## src/rtl/regfile_sb_pkg.sv

```systemverilog
// subarashii_pkg: shared defaults and clear-FSM state encoding for regfile_sb.
// Revision: 1.0 - initial release
`default_nettype none

package subarashii_pkg;

  localparam int DEF_DATA_W = 16;
  localparam int DEF_ADDR_W = 4;

  typedef enum logic [0:0] {
    ST_IDLE  = 1'b0,
    ST_SWEEP = 1'b1
  } state_t;

endpackage

`default_nettype wire

```

## src/rtl/regfile_sb_if.sv

```systemverilog
// regfile_sb_if: writeback, read, issue and clear signals of regfile_sb.
// Revision: 1.0 - initial release
`default_nettype none

interface regfile_sb_if #(
  parameter int DATA_W = 16,
  parameter int ADDR_W = 4
);

  logic              wen;
  logic [ADDR_W-1:0] sel_rd;
  logic [DATA_W-1:0] rd;
  logic [ADDR_W-1:0] sel_ra;
  logic [ADDR_W-1:0] sel_rb;
  logic [DATA_W-1:0] ra;
  logic [DATA_W-1:0] rb;
  logic              iss_valid;
  logic [ADDR_W-1:0] iss_rd;
  logic              clr_req;
  logic              busy;
  logic              stall_a;
  logic              stall_b;

  modport master (
    output wen, sel_rd, rd, sel_ra, sel_rb, iss_valid, iss_rd, clr_req,
    input  ra, rb, busy, stall_a, stall_b
  );

  modport slave (
    input  wen, sel_rd, rd, sel_ra, sel_rb, iss_valid, iss_rd, clr_req,
    output ra, rb, busy, stall_a, stall_b
  );

endinterface

`default_nettype wire

```

## src/rtl/regfile_sb_scoreboard.sv

```systemverilog
// regfile_scoreboard: per-register pending-write bits and read-port stall logic.
// Revision: 1.0 - initial release
`default_nettype none

module regfile_scoreboard #(
  parameter int ADDR_W = 4
) (
  input  wire logic              clk,
  input  wire logic              rst,
  input  wire logic              i_busy,
  input  wire logic              i_wr_eff,
  input  wire logic [ADDR_W-1:0] i_wr_idx,
  input  wire logic              i_iss_eff,
  input  wire logic [ADDR_W-1:0] i_iss_idx,
  input  wire logic [ADDR_W-1:0] i_sweep_idx,
  input  wire logic [ADDR_W-1:0] i_sel_a,
  input  wire logic [ADDR_W-1:0] i_sel_b,
  output logic                   o_stall_a,
  output logic                   o_stall_b
);

  localparam int NREGS = 2**ADDR_W;

  logic [NREGS-1:0] r_pend;
  logic             w_hit_a;
  logic             w_hit_b;

  // Issue is applied after the writeback clear so a new producer wins on the same index.
  always_ff @(posedge clk or posedge rst) begin
    if (rst) begin
      r_pend <= '0;
    end else if (i_busy) begin
      r_pend[i_sweep_idx] <= 1'b0;
    end else begin
      if (i_wr_eff)
        r_pend[i_wr_idx] <= 1'b0;
      if (i_iss_eff)
        r_pend[i_iss_idx] <= 1'b1;
    end
  end

  assign w_hit_a   = i_wr_eff & (i_wr_idx == i_sel_a);
  assign w_hit_b   = i_wr_eff & (i_wr_idx == i_sel_b);
  assign o_stall_a = i_busy | (r_pend[i_sel_a] & ~w_hit_a);
  assign o_stall_b = i_busy | (r_pend[i_sel_b] & ~w_hit_b);

endmodule

`default_nettype wire

```

## src/rtl/regfile_sb.sv

```systemverilog
// regfile_sb: 1W/2R register file with bypass, pending scoreboard and clear sweep.
// Optional REGFILE_ZERO_REG_EN hardwires register 0 to zero. Revision: 1.0
`default_nettype none

module regfile_sb
  import subarashii_pkg::*;
#(
  parameter int DATA_W = DEF_DATA_W,
  parameter int ADDR_W = DEF_ADDR_W
) (
  input  wire logic   clk,
  input  wire logic   rst,
  regfile_sb_if.slave bus
);

  localparam int                NREGS  = 2**ADDR_W;
  localparam logic [ADDR_W-1:0] c_LAST = ADDR_W'(NREGS - 1);

  state_t            r_state;
  state_t            w_state_nxt;
  logic [ADDR_W-1:0] r_idx;
  logic [DATA_W-1:0] r_regs [NREGS];
  logic              w_busy;
  logic              w_wr_eff;
  logic              w_iss_eff;
  logic              w_hit_a;
  logic              w_hit_b;

`ifdef REGFILE_ZERO_REG_EN
  assign w_wr_eff  = bus.wen & ~w_busy & (bus.sel_rd != '0);
  assign w_iss_eff = bus.iss_valid & ~w_busy & (bus.iss_rd != '0);
`else
  assign w_wr_eff  = bus.wen & ~w_busy;
  assign w_iss_eff = bus.iss_valid & ~w_busy;
`endif

  always_ff @(posedge clk or posedge rst) begin
    if (rst)
      r_state <= ST_IDLE;
    else
      r_state <= w_state_nxt;
  end

  always_comb begin
    w_state_nxt = r_state;
    case (r_state)
      ST_IDLE:  if (bus.clr_req)     w_state_nxt = ST_SWEEP;
      ST_SWEEP: if (r_idx == c_LAST) w_state_nxt = ST_IDLE;
      default:                       w_state_nxt = ST_IDLE;
    endcase
  end

  always_comb begin
    w_busy = (r_state == ST_SWEEP);
  end

  // Held at zero in IDLE; the last sweep step wraps it back to zero naturally.
  always_ff @(posedge clk or posedge rst) begin
    if (rst)
      r_idx <= '0;
    else if (r_state == ST_IDLE)
      r_idx <= '0;
    else
      r_idx <= r_idx + 1'b1;
  end

  always_ff @(posedge clk or posedge rst) begin
    if (rst) begin
      for (int i = 0; i < NREGS; i++)
        r_regs[i] <= '0;
    end else if (w_busy) begin
      r_regs[r_idx] <= '0;
    end else if (w_wr_eff) begin
      r_regs[bus.sel_rd] <= bus.rd;
    end
  end

  // Index 0 is never written when zero-reg is enabled, so the plain array read yields 0.
  assign w_hit_a = w_wr_eff & (bus.sel_rd == bus.sel_ra);
  assign w_hit_b = w_wr_eff & (bus.sel_rd == bus.sel_rb);
  assign bus.ra  = w_hit_a ? bus.rd : r_regs[bus.sel_ra];
  assign bus.rb  = w_hit_b ? bus.rd : r_regs[bus.sel_rb];
  assign bus.busy = w_busy;

  regfile_scoreboard #(
    .ADDR_W (ADDR_W)
  ) u_scoreboard (
    .clk         (clk),
    .rst         (rst),
    .i_busy      (w_busy),
    .i_wr_eff    (w_wr_eff),
    .i_wr_idx    (bus.sel_rd),
    .i_iss_eff   (w_iss_eff),
    .i_iss_idx   (bus.iss_rd),
    .i_sweep_idx (r_idx),
    .i_sel_a     (bus.sel_ra),
    .i_sel_b     (bus.sel_rb),
    .o_stall_a   (bus.stall_a),
    .o_stall_b   (bus.stall_b)
  );

endmodule

`default_nettype wire
```

## src/flat_wrapper.sv

```systemverilog
// flat-port wrapper written by rule: the top's interface ports become plain ports
module regfile_sb_flat import subarashii_pkg::*;
#(
  parameter int DATA_W = DEF_DATA_W,
  parameter int ADDR_W = DEF_ADDR_W
)
  (clk, rst, bus_wen, bus_sel_rd, bus_rd, bus_sel_ra, bus_sel_rb, bus_iss_valid, bus_iss_rd, bus_clr_req, bus_ra, bus_rb, bus_busy, bus_stall_a, bus_stall_b);
  regfile_sb_if #(.DATA_W(DATA_W), .ADDR_W(ADDR_W)) bus_i ();
  input  wire logic clk;
  input  wire logic rst;
  input wire logic [$bits(bus_i.wen)-1:0] bus_wen;
  input wire logic [$bits(bus_i.sel_rd)-1:0] bus_sel_rd;
  input wire logic [$bits(bus_i.rd)-1:0] bus_rd;
  input wire logic [$bits(bus_i.sel_ra)-1:0] bus_sel_ra;
  input wire logic [$bits(bus_i.sel_rb)-1:0] bus_sel_rb;
  input wire logic [$bits(bus_i.iss_valid)-1:0] bus_iss_valid;
  input wire logic [$bits(bus_i.iss_rd)-1:0] bus_iss_rd;
  input wire logic [$bits(bus_i.clr_req)-1:0] bus_clr_req;
  output wire logic [$bits(bus_i.ra)-1:0] bus_ra;
  output wire logic [$bits(bus_i.rb)-1:0] bus_rb;
  output wire logic [$bits(bus_i.busy)-1:0] bus_busy;
  output wire logic [$bits(bus_i.stall_a)-1:0] bus_stall_a;
  output wire logic [$bits(bus_i.stall_b)-1:0] bus_stall_b;
  assign bus_i.wen = bus_wen;
  assign bus_i.sel_rd = bus_sel_rd;
  assign bus_i.rd = bus_rd;
  assign bus_i.sel_ra = bus_sel_ra;
  assign bus_i.sel_rb = bus_sel_rb;
  assign bus_i.iss_valid = bus_iss_valid;
  assign bus_i.iss_rd = bus_iss_rd;
  assign bus_i.clr_req = bus_clr_req;
  assign bus_ra = bus_i.ra;
  assign bus_rb = bus_i.rb;
  assign bus_busy = bus_i.busy;
  assign bus_stall_a = bus_i.stall_a;
  assign bus_stall_b = bus_i.stall_b;
  regfile_sb #(.DATA_W(DATA_W), .ADDR_W(ADDR_W)) u_core (.clk(clk), .rst(rst), .bus(bus_i));
endmodule
```

## config.mk

```make
export PLATFORM = sky130hd
export DESIGN_NAME = regfile_sb_flat
export DESIGN_NICKNAME = d
export VERILOG_FILES = /design/src/rtl/regfile_sb_pkg.sv /design/src/rtl/regfile_sb_if.sv /design/src/rtl/regfile_sb_scoreboard.sv /design/src/rtl/regfile_sb.sv /design/src/flat_wrapper.sv
export SDC_FILE = /design/constraint.sdc
export NUM_CORES = 1
export LEC_CHECK = 0
export CORE_MARGIN = 2
export CORE_UTILIZATION = 53
export CTS_CLUSTER_DIAMETER = 40
export DETAILED_ROUTE_END_ITERATION = 8
export GPL_TIMING_DRIVEN = 0
export PLACE_DENSITY = 0.71
export SYNTH_ARGS = -nofsm -noshare
export SYNTH_HDL_FRONTEND = slang
export SYNTH_SLANG_ARGS = --single-unit
```

## constraint.sdc

```tcl
create_clock -name clk -period 9.3 [get_ports clk]
set_input_delay 0.93 -clock clk [delete_from_list [all_inputs] [get_ports clk]]
set_output_delay 0.93 -clock clk [all_outputs]
set_load 0.05 [all_outputs]
```

# Word-level counts from Yosys, hierarchy flattened
# Index checks and enable logic that the tools add are counted.
[word_totals]
out_inout_bits = 35
reg_bits = 277
elab_cells = 98
inputBits = 37
[classes]
reduce_logical = 6
n_bitwise = 22
magnitude_cmp = 14
muxes = 33
eq_ne = 3
add_sub_neg = 1
[ops]
columns = ["operator", "count"]
rows = [
  ["256-bit 2-to-1 mux", 2],
  ["256-bit bitwise AND", 1],
  ["256-bit bitwise mux", 1],
  ["256-bit inverter", 1],
  ["16-bit 2-to-1 mux", 12],
  ["16-bit binary-select mux with 4-bit select", 2],
  ["16-bit demux with 4-bit select", 2],
  ["16-bit bitwise AND", 2],
  ["16-bit inverter", 2],
  ["4-bit by 5-bit less-than comparator with 1-bit output, second input constant", 5],
  ["5-bit >= comparator, second input constant", 4],
  ["4-bit inverter with 5-bit output", 4],
  ["16-bit OR", 1],
  ["1-bit demux with 4-bit select", 3],
  ["4-bit by 1-bit >= comparator with 1-bit output, second input constant", 3],
  ["5-bit by 1-bit less-than comparator with 1-bit output, second input constant", 2],
  ["1-bit binary-select mux with 4-bit select", 2],
  ["4-bit == test", 2],
  ["1-bit 2-to-1 mux", 7],
  ["1-bit bitwise AND", 6],
  ["1-bit logical AND", 5],
  ["4-bit by 1-bit adder with 4-bit output, second input constant", 1],
  ["4-bit == test, second input constant", 1],
  ["4-bit 2-to-1 mux", 1],
  ["other kinds (4)", 7],
]

# Depth between registers and ports, before layout
[logic_depth]
ltp_word = 11
mapped_depth = 7
depth_no_buf = 5

# By module
# Synthesis repeated with hierarchy kept, for this count alone.
[unflattened]
cells_unflattened = 1119
area_unflattened_um2 = 15472.3
[modules_own_cells]
columns = ["mod", "instances", "area_each_um2", "seq_area_each_um2", "cells_per_inst"]
rows = [
  ["regfile_sb", 1, 14121.0, 6531.3, 967],
  ["regfile_scoreboard", 1, 1351.3, 400.4, 152],
]

# Worst setup path before layout
# Ideal clock, no wire load.
[synth_path]
path_kind = "input-to-output"
startpoint = "in bus_sel_ra[3]"
endpoint = "out bus_ra[10]"
required_time_ns = 8.370
t_arrival_ns = 2.591
slack_ns = 5.779
n_path_buf = 3
path_stages = 7
cell_sequence = "buf_2 buf_2 buf_1 mux4_2 mux2i_1 mux2i_1 mux2_2"
[synth_via]
elab_chain_len = 5
elab_cells_between_ends = 7
classes_between = "eq/ne: 1; mux: 4; bitwise: 2"
[synth_lines]
columns = ["item", "line", "source"]
rows = [
  ["start, declared", "flat_wrapper.sv:14", "input wire logic [$bits(bus_i.sel_ra)-1:0] bus_sel_ra;"],
  ["4-bit inverter with 5-bit output (not written as such)", "regfile_sb.sv:81", "assign bus.ra = w_hit_a ? bus.rd : r_regs[bus.sel_ra];"],
  ["16-bit binary-select mux with 4-bit select", "regfile_sb.sv:81", ""],
  ["16-bit 2-to-1 mux (not written as such) (2 in series)", "regfile_sb.sv:81", ""],
  ["16-bit 2-to-1 mux *", "regfile_sb.sv:81", ""],
  ["end, declared", "flat_wrapper.sv:19", "output wire logic [$bits(bus_i.ra)-1:0] bus_ra;"],
]
# Mark *: on every way between the ends. The rest lies on a longest branch, timed or not. The select of a mux whose other input is x is not followed.

# Worst setup path after layout
[layout_path]
startpoint = "in bus_sel_ra[3]"
endpoint = "out bus_ra[9]"
# Same word-level chain as after synthesis.

==> results summary <==
After layout, the design draws a total of 0.00434 W. The analysis attributes to net switching a power of 0.00139 W. The yosys synthesis warning count is 0. The number of vias after detailed routing is 11,700.

Yosys mapped a number of flops with a built-in enable equal to 0. Entering global routing, the biggest net connects 125 pins. The region available for standard cell placement spans 28,500 µm². The chip width came out at approximately 170 µm. The number of antenna violations at the first check in global routing came out at 2.

The row count came out at 62. For this run, design rule violations remaining after detail routing come to 0. The number of levels in the clock H-tree came out at 2. The final worst-path cycle share is a little over half. The clock network accounts for 40.0% of the total power. The peak supply drop is about 160 µV. The path class of the tightest hold or removal check is flop to flop. Synthesis inferred roughly 280 register bits. The number of library cell types mapped by synthesis is 41. For the final routed database, the setup TNS stands at 0 ps. The total setup violations reported at the end of the flow came out at 0. The root buffer cell chosen for the clock tree is sky130_fd_sc_hd__clkbuf_16. The starting utilization of the core area is 53.4%. The critical path arrival is roughly 4000 ps. The biggest area contributor in the post-synthesis netlist is sky130_fd_sc_hd__dfrtp_1. The pre-antenna-repair detailed-routing pass consisted of 6 iterations. The via count of the first global-routing pass was ~12,000. The buffer levels on the longest clock path is 3. The slew at the pin closest to its max-slew limit is 1150 ps. The max-capacitance violation count came out at 0.

Derived from the worst setup path, the maximum achievable clock frequency is 0.202 GHz. The clock insertion delay at the later pin of the skew report came out at 540 ps. The final routed wirelength across all metal layers is 49.0 mm. The height of the die came out at roughly 170 µm. The average via count per standard cell came out at 7.25. The combinational share of power came out at 24.5%. The proportion of synthesized chip area in sequential cells is 45.6%. Routability-driven placement finished with a final weighted congestion of 0.921.

The total I/O pin count came out at 72. The half-perimeter wire length of the detailed placement result came out at 33.3 mm. STA classifies the critical path startpoint as an input pin. The first-pass GRT wire length came out at about 74 mm. The fraction of layout cells with a size suffix above 1 came out at 25.7%. The post-synthesis async set-or-reset flop share is 100%. The wire length per cell came out at 30.5 µm. The synthesized netlist occupies a cell area of 15,200 µm². Clock-pin slew was measured on the worst setup and hold paths at 50 ps. In this run, post-CTS hold repair placed 0 buffers. The overall die area came out at between 30,000 and 40,000 µm².

The number of clock buffers inserted by TritonCTS came out at 44. Once the clock tree was built, the setup fixing pass inserted 0 buffers. The number of clock sinks seen by CTS is 277. The switching share of total power is 32.0%. The CTS tree is yes. The clock arrives with 30.1 ps of skew.

The flow ran to the end, and the final reports show no timing, DRC or antenna violations. The area added between synthesis and finish came out at 16.7%. The clock period could shrink to between 4000 and 5000 ps. The remaining antenna violation count is 0. The setup check on the worst reg-to-reg path leaves a slack of 6370 ps. Final hold analysis gives a worst-case slack of 511 ps.

The internal portion of total power came out at 0.00295 W. The number of standard cells after synthesis is 1,097. Among all flip-flop cells after synthesis, the most frequent one is sky130_fd_sc_hd__dfrtp_1. The max-slew violation count came out at 0.

The average cell area after synthesis is 13.9 µm². The critical path is of the input pin to output port type. The global routing usage summed across all routing layers came out at 33.1%. Data on the critical path is required at its endpoint by 8370 ps. The standby leakage power came out at 7.80 nW. By area the synthesized netlist is led by sky130_fd_sc_hd__dfrtp_1 46%, sky130_fd_sc_hd__mux4_2 20%, sky130_fd_sc_hd__a22o_1 15%, sky130_fd_sc_hd__mux2i_1 6.7%, sky130_fd_sc_hd__mux2_2 2.4%. Dividing total power by cell area gives a power density of between 200 and 250 nW/µm². After clock tree synthesis, the repair step resized 0 gates.

The number of DRC violations after detailed-routing iteration 0 came out at 1,747. The final-report hold violation count came out at 0. Setup repair after global routing left no endpoint under its margin. The count of input and output buffers is 43.

The kind of capture point of the worst setup path is an output port. The biggest fanout along the worst timing path is 10. The tightest slew margin relative to the limit is 23.6%.

The top-area cell type share of the netlist area is 45.6%. The synthesized netlist net count is approximately 1,100. The overflow left after global routing came out at 0. The number of nets in the final layout is 1,229. The sequential share of power came out at 35.5%.
stage by stage:
step	cells	setup slack, ps	cell area (µm²)	utilization (%)
6_report	1608	4360	17700	62.3
4_1_cts	1606	4420	17700	62.3
2_1_floorplan	1097	733	15200	-
3_3_place_gp	1524	-2650	16100	56.6
3_5_place_dp	1526	4420	16200	56.8
5_1_grt	1606	4290	17700	62.3
Yosys cell counts, types with 6 or more instances:
cell and instances:
sky130_fd_sc_hd__a21oi_1 9, sky130_fd_sc_hd__a22o_1 256, sky130_fd_sc_hd__a22oi_1 12, sky130_fd_sc_hd__a31oi_1 9, sky130_fd_sc_hd__buf_1 21, sky130_fd_sc_hd__buf_2 50
sky130_fd_sc_hd__clkbuf_1 56, sky130_fd_sc_hd__dfrtp_1 277, sky130_fd_sc_hd__inv_1 6, sky130_fd_sc_hd__mux2_2 32, sky130_fd_sc_hd__mux2i_1 102, sky130_fd_sc_hd__mux4_2 136
sky130_fd_sc_hd__nand2_1 37, sky130_fd_sc_hd__nand3_1 12, sky130_fd_sc_hd__nor2_1 11, sky130_fd_sc_hd__nor2b_1 6, sky130_fd_sc_hd__o21ai_0 12, sky130_fd_sc_hd__xor2_1 7
flip-flops by register name, summed over array words and instances (netlist names):
signal	flops
u_core.u_scoreboard.r_pend	16
u_core.bus.busy	1
u_core.r_idx	4
u_core.r_regs	256
layout by cell type, fill, tap and decap left out, types with 3 or more instances in the layout:
master / netlist / routed
sky130_fd_sc_hd__a22o_1: 256 / 256
sky130_fd_sc_hd__xnor2_1: 3 / 3
sky130_fd_sc_hd__bufinv_16: 0 / 6
sky130_fd_sc_hd__buf_4: 4 / 4
sky130_fd_sc_hd__a2bb2oi_1: 3 / 3
sky130_fd_sc_hd__buf_2: 50 / 50
sky130_fd_sc_hd__clkbuf_16: 0 / 46
sky130_fd_sc_hd__clkbuf_8: 0 / 5
sky130_fd_sc_hd__nor2_1: 11 / 11
sky130_fd_sc_hd__and2_1: 3 / 3
sky130_fd_sc_hd__a21oi_1: 9 / 9
sky130_fd_sc_hd__ha_1: 4 / 4
sky130_fd_sc_hd__a22oi_1: 12 / 12
sky130_fd_sc_hd__mux2_2: 32 / 32
sky130_fd_sc_hd__nand2b_1: 3 / 3
sky130_fd_sc_hd__nor3_2: 3 / 3
sky130_fd_sc_hd__mux4_2: 136 / 136
sky130_fd_sc_hd__a31oi_1: 9 / 9
sky130_fd_sc_hd__clkinv_4: 0 / 4
sky130_fd_sc_hd__buf_1: 21 / 21
sky130_fd_sc_hd__nand2_1: 37 / 37
sky130_fd_sc_hd__clkbuf_1: 56 / 60
sky130_fd_sc_hd__xor2_1: 7 / 7
sky130_fd_sc_hd__clkinv_2: 0 / 6
sky130_fd_sc_hd__clkdlybuf4s50_1: 0 / 43
sky130_fd_sc_hd__inv_1: 6 / 5
sky130_fd_sc_hd__o21ai_0: 12 / 12
sky130_fd_sc_hd__mux2i_1: 102 / 102
sky130_fd_sc_hd__nor2_4: 3 / 3
sky130_fd_sc_hd__inv_6: 0 / 6
sky130_fd_sc_hd__nor2b_1: 6 / 6
sky130_fd_sc_hd__dfrtp_1: 277 / 277
sky130_fd_sc_hd__nand3_1: 12 / 12
power groups by stage:
| stage | Combinational [W] | Clock (W) | Sequential, W |
|---|---|---|---|
| after floorplan | 0.000738 | 0 | 0.00151 |
| after global placement | 0.00102 | 0 | 0.00154 |
| after detailed placement | 0.00104 | 0 | 0.00155 |
| after CTS | 0.00104 | 0.00175 | 0.00153 |
| after global routing | 0.00112 | 0.00180 | 0.00156 |
| final | 0.00106 | 0.00173 | 0.00154 |
layout make-up:
class                      instances  area [µm²]
fill                            2182       10700
multi-input combinational        682        7670
sequential                       277        6930
clock buffer                      55        1230
buffer                           132         581
timing repair buffer              45         485
tap                              384         480
clock inverter                    25         329
inverter                           6        30.0
antenna                            2        5.00
metal layers:
metal | up-vias | global-route usage [%] | wire length, µm
met1 | 6129 | 48.1 | 19800
met4 | 0 | 11.8 | 1620
met2 | 803 | 49.1 | 22000
li1 | 4596 | - | -
met3 | 125 | 8.25 | 5540
met5 | - | 0 | 0
final timing paths:
path / from / end / depth (start not counted)
min in group asynchronous: rst / u_core.r_idx[0]$_DFF_PP0_ / 2
worst min register to register: u_core.r_idx[0]$_DFF_PP0_ / u_core.r_idx[0]$_DFF_PP0_ / 1
worst max register to register: u_core.bus.busy$_DFF_PP0_ / u_core.r_regs[57]$_DFFE_PP0P_ / 6
worst min-delay path: u_core.r_idx[0]$_DFF_PP0_ / u_core.r_idx[0]$_DFF_PP0_ / 1
worst max-delay path: bus_sel_ra[3] / bus_ra[9] / 8
max in group asynchronous: rst / u_core.r_regs[43]$_DFFE_PP0P_ / 3
cell families (layout without fill, tap and decap cells):
| logic type | count (synthesis) | count (layout) | share of synthesized area [%] |
|---|---|---|---|
| adder cells (fa/ha/maj) | 4 | 4 | 0.329 |
| multiplexers | 270 | 270 | 29.2 |
| other | 0 | 2 | 0 |
| AO/OA/AOI/OAI | 307 | 307 | 17.0 |
| XOR/XNOR | 10 | 10 | 0.576 |
| buffers and inverters | 138 | 263 | 3.97 |
| AND/OR/NAND/NOR | 91 | 91 | 3.28 |
| flip-flops | 277 | 277 | 45.6 |
critical path, stage by stage:
cell                              delay, ps
sky130_fd_sc_hd__buf_2                  190
sky130_fd_sc_hd__buf_2                  310
sky130_fd_sc_hd__buf_1                  590
sky130_fd_sc_hd__mux4_2                 410
sky130_fd_sc_hd__mux2i_1                360
sky130_fd_sc_hd__mux2i_1                150
sky130_fd_sc_hd__mux2_2                 340
sky130_fd_sc_hd__clkdlybuf4s50_1        720
Power figures use the tool's default switching activity.
